==> config.mk <==
export PLATFORM = sky130hd
export DESIGN_NAME = adder_bist_ctrl
export DESIGN_NICKNAME = d
export VERILOG_FILES = /design/src/rtl/bist_pkg.sv /design/src/rtl/bist_golden_add.sv /design/src/rtl/adder_bist_ctrl.sv
export SDC_FILE = /design/constraint.sdc
export NUM_CORES = 1
export LEC_CHECK = 0
export ABC_AREA = 1
export BUFFER_PORTS_ARGS = -buffer_cell sky130_fd_sc_hd__buf_2
export CAP_MARGIN = 10
export CORE_MARGIN = 4
export CORE_UTILIZATION = 35
export CTS_CLUSTER_SIZE = 20
export DETAILED_ROUTE_END_ITERATION = 16
export GPL_ROUTABILITY_DRIVEN = 0
export PLACE_DENSITY = 0.54
export SLEW_MARGIN = 10
export SYNTH_ARGS = -nofsm -noshare
export SYNTH_HDL_FRONTEND = slang
export SYNTH_SLANG_ARGS = --single-unit
==> constraint.sdc <==
create_clock -name clk -period 2.76 [get_ports clk]
set_input_delay 0.138 -clock clk [delete_from_list [all_inputs] [get_ports clk]]
set_output_delay 0.138 -clock clk [all_outputs]
set_load 0.01 [all_outputs]
==> src/rtl/bist_pkg.sv <==
// Shared types and default sizing for the adder BIST controller.
package bist_pkg;

    localparam int WIDTH = 6;
    localparam int VEC_W = 2 * WIDTH;
    localparam int SUM_W = WIDTH + 1;
    localparam int N_VEC = 1 << VEC_W;

    typedef enum logic [2:0] {
        IDLE  = 3'd0,
        APPLY = 3'd1,
        WAIT  = 3'd2,
        CHECK = 3'd3,
        DONE  = 3'd4
    } bist_state_e;

endpackage

==> src/rtl/bist_golden_add.sv <==
// Reference sum for the BIST checker; kept apart from the adder under test.
module bist_golden_add
    import bist_pkg::*;
#(
    parameter int WIDTH = 6
) (
    input  logic [WIDTH-1:0] x,
    input  logic [WIDTH-1:0] y,
    output logic [WIDTH:0]   sum
);

    assign sum = {1'b0, x} + {1'b0, y};

endmodule

==> src/rtl/adder_bist_ctrl.sv <==
// Exhaustive operand sweep for the ripple adder with mismatch counting.
// state | meaning
// IDLE  | waiting for start
// APPLY | drive operands from idx, load settle counter
// WAIT  | settle window, SETTLE cycles
// CHECK | sample s_in against golden sum, advance idx
// DONE  | results held until next start
module adder_bist_ctrl
    import bist_pkg::*;
#(
    parameter int WIDTH  = 6,
    parameter int SETTLE = 1
) (
    input  logic                 clk,
    input  logic                 rst_n,
    input  logic                 start,
    output logic [WIDTH-1:0]     x_out,
    output logic [WIDTH-1:0]     y_out,
    input  logic [WIDTH:0]       s_in,
    output logic                 busy,
    output logic                 done,
    output logic                 pass,
    output logic [2*WIDTH:0]     err_count,
    output logic [2*WIDTH-1:0]   first_err_idx,
    output logic                 err_pulse,
    output logic [2*WIDTH-1:0]   cur_idx
);

    localparam int IW = 2 * WIDTH;
    localparam int CW = $clog2(SETTLE + 1);
    localparam logic [CW-1:0] WAIT_LOAD = CW'(SETTLE);
    localparam logic [CW-1:0] WAIT_ONE  = CW'(1);
    localparam logic [IW-1:0] IDX_ONE   = IW'(1);
    localparam logic [IW:0]   CNT_ONE   = (IW + 1)'(1);

    bist_state_e     state_q, state_d;
    logic [IW-1:0]   idx_q, idx_d;
    logic [WIDTH-1:0] x_q, x_d, y_q, y_d;
    logic [CW-1:0]   wait_q, wait_d;
    logic [IW:0]     err_cnt_q, err_cnt_d;
    logic [IW-1:0]   first_idx_q, first_idx_d;
    logic            first_seen_q, first_seen_d;
    logic            done_q, done_d;
    logic            pass_q, pass_d;
    logic            err_pulse_q, err_pulse_d;
    logic [WIDTH:0]  exp_sum;
    logic            mismatch;

    bist_golden_add #(.WIDTH(WIDTH)) u_golden (
        .x   (x_q),
        .y   (y_q),
        .sum (exp_sum)
    );

    assign mismatch = (s_in != exp_sum);

    always_comb begin
        state_d      = state_q;
        idx_d        = idx_q;
        x_d          = x_q;
        y_d          = y_q;
        wait_d       = wait_q;
        err_cnt_d    = err_cnt_q;
        first_idx_d  = first_idx_q;
        first_seen_d = first_seen_q;
        done_d       = done_q;
        pass_d       = pass_q;
        err_pulse_d  = 1'b0;
        case (state_q)
            IDLE, DONE: begin
                if (start) begin
                    state_d      = APPLY;
                    idx_d        = '0;
                    err_cnt_d    = '0;
                    first_idx_d  = '0;
                    first_seen_d = 1'b0;
                    done_d       = 1'b0;
                    pass_d       = 1'b0;
                end
            end
            APPLY: begin
                x_d     = idx_q[IW-1:WIDTH];
                y_d     = idx_q[WIDTH-1:0];
                wait_d  = WAIT_LOAD;
                state_d = WAIT;
            end
            WAIT: begin
                wait_d = wait_q - WAIT_ONE;
                if (wait_q == WAIT_ONE) begin
                    state_d = CHECK;
                end
            end
            CHECK: begin
                if (mismatch) begin
                    err_cnt_d   = err_cnt_q + CNT_ONE;
                    err_pulse_d = 1'b1;
                    if (!first_seen_q) begin
                        first_idx_d  = idx_q;
                        first_seen_d = 1'b1;
                    end
                end
                // The terminal vector exits instead of wrapping idx.
                if (idx_q == '1) begin
                    state_d = DONE;
                    done_d  = 1'b1;
                    pass_d  = (err_cnt_d == '0);
                end else begin
                    idx_d   = idx_q + IDX_ONE;
                    state_d = APPLY;
                end
            end
            default: state_d = IDLE;
        endcase
    end

    always_ff @(posedge clk or negedge rst_n) begin
        if (!rst_n) begin
            state_q      <= IDLE;
            idx_q        <= '0;
            x_q          <= '0;
            y_q          <= '0;
            wait_q       <= '0;
            err_cnt_q    <= '0;
            first_idx_q  <= '0;
            first_seen_q <= 1'b0;
            done_q       <= 1'b0;
            pass_q       <= 1'b0;
            err_pulse_q  <= 1'b0;
        end else begin
            state_q      <= state_d;
            idx_q        <= idx_d;
            x_q          <= x_d;
            y_q          <= y_d;
            wait_q       <= wait_d;
            err_cnt_q    <= err_cnt_d;
            first_idx_q  <= first_idx_d;
            first_seen_q <= first_seen_d;
            done_q       <= done_d;
            pass_q       <= pass_d;
            err_pulse_q  <= err_pulse_d;
        end
    end

    assign x_out         = x_q;
    assign y_out         = y_q;
    assign busy          = (state_q == APPLY) || (state_q == WAIT) || (state_q == CHECK);
    assign done          = done_q;
    assign pass          = pass_q;
    assign err_count     = err_cnt_q;
    assign first_err_idx = first_idx_q;
    assign err_pulse     = err_pulse_q;
    assign cur_idx       = idx_q;

endmodule

==> impl_metrics.tcl, run 1 <==
set metrics [dict create \
    cellLeakagePower_nw 2.21 \
    synth_seq_area_share 0.435 \
    p_per_area_nw_per_um2 722 \
    cts_max_level 3 \
    rrSetupSlack_ns 0.20 \
    io_pins 63 \
    hold_violations 0 \
    grt_pass1_wl_mm 14.5 \
    cts-root-buf "clkbuf_8" \
    end_kind "flop" \
    drtPass1Iterations 4 \
    syn_inst 435 \
    path_common_cell "nand2_1" \
    finalMaxSlewViolations 0 \
    min_to "state_q[2]" \
    clock_latency_ns 0.33 \
    diodes 0 \
    synth.distinct_cells 33 \
    grtUsageTotal 0.163 \
    r2r-end "pass" \
    finalCriticalPeriod_ns 2.56 \
    worst_slew_pin_slew_ns 0.877 \
    setup_viol 0 \
    fin_crit_sh 0.927 \
    wl_per_cell_um 14.0 \
    cp_top_family "simple AND/OR/NAND/NOR gates" \
    outcome "finished, final reports clean" \
    worst-path-buf-inv 3 \
    drcViolationCount 0 \
    reg2reg_from "y_out[0]" \
    portBuffers 62 \
    grt_pass1_vias 2959 \
    die_area_um2 11000 \
    path_clk_slew_ns 0.06 \
    yosysMostFrequentCell "nand2_1" \
    synth_top_area_cell "dfrtp_1" \
    initialDrtViolationCount 117 \
    syn_area_per_cell_um2 7.54 \
    arrival_ns 2.78 \
    initial_core_util 0.357 \
    synth_top_area_share 0.435 \
    synth_edf_count 0 \
    vias 3041 \
    synth_fp_nets 454 \
    syn_area_um2 3280 \
    viasPerCell 4.85 \
    worstPathMaxFanout 7 \
    syn2layout_area_growth_pct 22.5 \
    fin_total_pwr_mw 2.90 \
    cts.sinks 57 \
    vdd_drop_max_mv 0.409 \
    rr_worst_depth 18 \
    cts.path.max_buffers 2 \
    synthTopCellsByArea "dfrtp_1 (43%), nand2_1 (16%), nand3_1 (7.0%), inv_1 (5.8%), o21ai_0 (4.3%)" \
    fin_worst_skew_ns 0.00615 \
    fmax_mhz 391 \
    path_cells "ha_2 -> fa_1 -> inv_1 -> nand2_1 -> nand2_1 -> nand2_1 -> nand2_1 -> nand2_1 -> nor2_4 -> buf_4 -> nand4_4 -> buf_4 -> nand2_1 -> nand2_1 -> nand3_1 -> nor2_1 -> nand2_1 -> nand2_1" \
    grt_max_degree 39 \
    hold_depth 4 \
    cp_slowest_cell "fa_1" \
    fillers 961 \
    synth_seq_cells 57 \
    cp-start-kind "flop" \
    hold_path.class "primary input to flop" \
    hold_start "start" \
    cts_tree "built" \
    die_h_um 105 \
    synth_ff_type "dfrtp_1" \
    whs_ns 0.116 \
    cts_buffers 9 \
    antenna_found_initial 0 \
    ys_top_cells_by_count "nand2_1 (139), dfrtp_1 (57), inv_1 (51)" \
    fin_tns_setup_ns 0 \
    async_flop_share 1.00 \
    final_layout_size_suffix_gt1_frac 0.225 \
    max_slew_margin 0.416 \
    dp_hpwl_mm 6.38 \
    antenna_left 0 \
    slowest_delay_ns 0.45 \
    final_nets 530 \
    drt-total-wl_mm 8.76 \
    core_um2 9200 \
    fp.dieW_um 105 \
    grt_overflow 0 \
    cap_violations 0 \
    fp-row-count 35 \
    required_ns 2.98 \
    critPathKind "flop to flop" \
    yosys_warnings 0 \
]
report_power, final:
part / switching, mW / internal (mW)
sequential: 0.121 / 0.959
combinational: 0.756 / 0.370
clock: 0.323 / 0.371
total: 1.20 / 1.70
state kept, by name, summed over array words and instances (netlist names):
name           count
first_err_idx     12
y_out              6
wait_q             1
pass               1
x_out              6
err_count         13
done               1
first_seen_q       1
err_pulse          1
cur_idx           12
state_q            3
cells in the final DEF, fill, tap and decap left out, drive strengths merged:
| cell type | synthesis | routed |
|---|---|---|
| a21oi | 13 | 13 |
| a31oi | 1 | 1 |
| and2 | 1 | 1 |
| buf | 6 | 75 |
| clkbuf | 6 | 13 |
| clkinv | 1 | 4 |
| dfrtp | 57 | 57 |
| dlygate4sd3 | 0 | 1 |
| fa | 1 | 1 |
| ha | 8 | 8 |
| inv | 56 | 56 |
| nand2 | 146 | 146 |
| nand3 | 46 | 46 |
| nand3b | 1 | 1 |
| nand4 | 4 | 5 |
| nor2 | 26 | 26 |
| nor3 | 13 | 13 |
| o211a | 1 | 1 |
| o21ai | 30 | 30 |
| o22ai | 5 | 5 |
| xor2 | 13 | 13 |
tightest hold or removal path, stage by stage:
cell and delay, ns:
buf_2 0.07, inv_1 0.05, nand4_1 0.09, nand2_1 0.05
metal layers:
metal / wire length [um] / up-vias / share of wire / GRT usage
li1: - / 1541 / - / -
met1: 4220 / 1427 / 0.48 / 0.222
met2: 4080 / 68 / 0.47 / 0.261
met3: 396 / 5 / 0.045 / 0.0321
met4: 64 / 0 / 0.0073 / 0.0506
met5: 0 / - / 0 / 0
through the flow:
step / cells / setup slack (ns) / instance area (um2) / util
4_1_cts: 620 / 0.198 / 3910 / 0.425
3_3_place_gp: 603 / 0.258 / 3730 / 0.405
5_1_grt: 627 / -0.00512 / 4020 / 0.437
6_report: 627 / 0.202 / 4020 / 0.437
3_5_place_dp: 603 / 0.204 / 3730 / 0.405
2_1_floorplan: 435 / 0.387 / 3280 / -
worst max path at each step:
stage / startpoint / to / slack, ns / cells after the start
floorplan: x_out[0] / first_err_idx[10] / 0.39 / 16
global placement: x_out[0] / pass / 0.26 / 17
detailed placement: x_out[0] / first_err_idx[10] / 0.20 / 17
CTS: x_out[0] / first_err_idx[5] / 0.20 / 17
global route: y_out[0] / first_err_idx[5] / -0.005 / 16
finish: y_out[0] / pass / 0.20 / 18
cells by family after synthesis:
logic type,Yosys count,synth area share
compound gates,50,0.0813
fa+ha+maj,9,0.0366
xor+xnor,13,0.0347
flops,57,0.435
simple gates,237,0.327
buf+inv,69,0.0855
cell type report:
| cell class | instances | area [um2] | share of cell area |
|---|---|---|---|
| Timing Repair Buffer | 76 | 434 | 0.108 |
| Clock buffer | 13 | 159 | 0.0396 |
| Inverter | 57 | 216 | 0.0539 |
| Clock inverter | 3 | 15.0 | 0.00374 |
| Sequential cell | 57 | 1430 | 0.355 |
| Tap cell | 111 | 139 | 0.0346 |
| Multi-Input combinational cell | 310 | 1630 | 0.405 |
timing repair:
action                                  in CTS  in global routing
buffers inserted                             0                  6
endpoints found under the setup margin       0                 13
endpoints found under the hold margin       37                  0
hold buffers                                 1                  0
gates resized for setup                      0                 11
Note: power is estimated with default switching activity, not from simulation.
==> run 2: changes to the inputs <==
ABC_AREA = default   (was 1)
CORE_MARGIN = 3   (was 4)
==> run 2 against run 1 <==
The run now ends with setup timing left. Cell count down 15%. Combinational power up 20%. Register-to-register slack lost 0.46 ns. Die area down 10%. Clock skew is 0.00071 ns higher. Count of clock-buffer cells in the layout down 1. Total power increased by 13%. Hold slack lost 0.043 ns. Sequential share of layout area is 2.4 points lower. Wire length is 1.1% higher. Maximum frequency down 15%. Largest cell class unchanged.
==> impl_metrics.tcl, run 2 <==
set metrics [dict create \
    io_pins 63 \
    grtUsageTotal 0.178 \
    syn_area_per_cell_um2 9.42 \
    synth_edf_count 0 \
    outcome "finished with violations" \
    fp.dieW_um 99.4 \
    syn_area_um2 3050 \
    finalCriticalPeriod_ns 3.02 \
    cap_violations 0 \
    die_area_um2 9880 \
    drcViolationCount 0 \
    portBuffers 62 \
    end_kind "flop" \
    violations "setup timing" \
    synth_fp_nets 343 \
    cts.path.max_buffers 2 \
    max_slew_margin 0.278 \
    synth_ff_type "dfrtp_1" \
    dp_hpwl_mm 5.95 \
    viasPerCell 5.27 \
    fin_crit_sh 1.09 \
    largest_reg_flops 13 \
    grt_pass1_vias 2827 \
    grt_pass1_wl_mm 14.1 \
    arrival_ns 3.27 \
    p_per_area_nw_per_um2 762 \
    antenna_left 0 \
    finalMaxSlewViolations 0 \
    path_common_cell "nand2_4" \
    synth_top_area_cell "dfrtp_1" \
    hold_violations 0 \
    vias 2801 \
    final_nets 441 \
    worst_slack_ns -0.258 \
    hold_path.class "primary input to flop" \
    fillers 786 \
    path_cells "ha_2 -> fa_2 -> a21o_1 -> a2111oi_4 -> a211oi_2 -> nor4_4 -> buf_4 -> nand2_4 -> buf_12 -> nand2_4 -> o21a_4 -> clkbuf_16 -> nand2_2 -> o21ai_1" \
    multi_input_area_um2 1790 \
    cp_slowest_cell "dfrtp_1" \
    synthTopCellsByArea "dfrtp_1 (47%), nand2_1 (4.8%), o21ai_0 (4.8%), mux2_2 (4.4%), nor2_1 (4.1%)" \
    fin_tns_setup_ns -3.53 \
    synth_seq_cells 57 \
    antenna_found_initial 0 \
    cts-root-buf "clkbuf_8" \
    critPathKind "flop to flop" \
    fp-row-count 33 \
    final_cell_mix "buf_2 (62), dfrtp_1 (57), nor2_1 (30)" \
    grt_overflow 0 \
    cp-start-kind "flop" \
    postLayoutCellArea_um2 4310 \
    r2r-end "first_err_idx[3]" \
    diodes 0 \
    initialDrtViolationCount 109 \
    synth_seq_area_share 0.467 \
    initial_core_util 0.366 \
    required_ns 3.01 \
    cts_max_level 3 \
    worstPathMaxFanout 6 \
    synth.distinct_cells 49 \
    wl_per_cell_um 16.6 \
    cts.sinks 57 \
    grt_max_degree 30 \
    path_clk_slew_ns 0.07 \
    synth_top_area_share 0.467 \
    syn2layout_area_growth_pct 41.3 \
    cts_buffers 9 \
    final_common_cell "buf_2" \
    clock_latency_ns 0.33 \
    die_h_um 99.4 \
    cp-startpoint "y_out[0]" \
    reg2reg_from "y_out[0]" \
    setup_viol 25 \
    drt-total-wl_mm 8.86 \
    yosysMostFrequentCell "dfrtp_1" \
    fin_total_pwr_mw 3.29 \
    rrSetupSlack_ns -0.26 \
    fin_util 0.517 \
    fmax_mhz 331 \
    ys_top_cells_by_count "dfrtp_1 (57), nand2_1 (39), nor2_1 (33)" \
    rsz0062_at_grt "yes" \
    fin_worst_skew_ns 0.00686 \
    final_layout_size_suffix_gt1_frac 0.417 \
    cellLeakagePower_nw 2.04 \
    syn_inst 324 \
    worst_slew_pin_slew_ns 1.08 \
    async_flop_share 1.00 \
    placed_area_um2 3660 \
    crit_end "first_err_idx[3]" \
    register_area_um2 1430 \
    core_um2 8340 \
    slowest_delay_ns 0.38 \
    rr_worst_depth 14 \
    drtPass1Iterations 4 \
    cts_tree "built" \
    vdd_drop_max_mv 0.754 \
    yosys_warnings 0 \
]
[run 2: changes by cell type after synthesis, sizes merged, moves of 5 or more]
cell | before | now
nand2 | 146 | 39
xor2 | 13 | 3
xnor2 | 0 | 13
inv | 56 | 11
nor2 | 26 | 34
mux2 | 0 | 12
nor3 | 13 | 2
or3 | 0 | 7
o22ai | 5 | 0
a21o | 0 | 5
o31ai | 0 | 8
nand3 | 46 | 17
[run 2: cell families after synthesis]
logic type	Yosys count	synth area share
simple gates	123	0.193
mux	13	0.0475
flops	57	0.467
compound gates	84	0.175
xor+xnor	16	0.0459
fa+ha+maj	9	0.0393
buf+inv	22	0.0328
[run 2: worst min path at each step]
| stage | from | to | cells after the start |
|---|---|---|---|
| CTS | start | state_q[2] | 3 |
| detailed placement | rst_n | first_err_idx[6] | 1 |
| global route | start | state_q[2] | 3 |
| floorplan | rst_n | cur_idx[0] | 0 |
| global placement | rst_n | first_err_idx[6] | 1 |
| finish | start | state_q[2] | 3 |
[run 2: metal layers]
layer / GRT usage / part of all wire / up-vias
met5: 0 / 0 / -
met4: 0.0494 / 0.0088 / 0
met3: 0.0505 / 0.053 / 9
met2: 0.279 / 0.47 / 82
met1: 0.240 / 0.47 / 1354
li1: - / - / 1356
[run 2: cell type report]
cell class,instances,share of cell area
inverters,11,0.00957
clock inverters,4,0.0116
well taps,105,0.0305
multi-input cells,245,0.415
flip-flops and latches,57,0.331
repair buffers,98,0.164
clock buffers,12,0.0383
[run 2: where the power goes]
group / leakage (nW) / total (mW) / internal [mW] / switching (mW)
Combinational: 1.16 / 1.36 / 0.585 / 0.776
Sequential: 0.774 / 1.10 / 0.955 / 0.144
Clock: 0.105 / 0.828 / 0.489 / 0.339
[run 2: critical path, delay by kind of cell, from the launching register on]
kind	cells	cell delay [ns]
compound gates	5	0.98
buf+inv	3	0.56
fa+ha+maj	2	0.53
simple gates	4	0.48
flops	1	0.38
[run 2: timing repair]
item | 4_1_cts | 5_1_grt
cloned | 1 | 3
resized for setup | 27 | 57
setup buffers | 1 | 7
endpoints found under the setup margin | 26 | 28
hold buffers | 1 | 0
endpoints found under the hold margin | 28 | 0
pin swaps | 5 | 23
[run 2: metrics by stage]
stage | cells | worst slack [ns] | hold slack [ns]
after floorplan | 324 | -0.0206 | -0.158
after global placement | 504 | -0.184 | 0.215
after detailed placement | 504 | -0.295 | 0.227
after CTS | 522 | -0.246 | 0.0616
after global routing | 532 | -0.333 | 0.0766
final | 532 | -0.258 | 0.0727
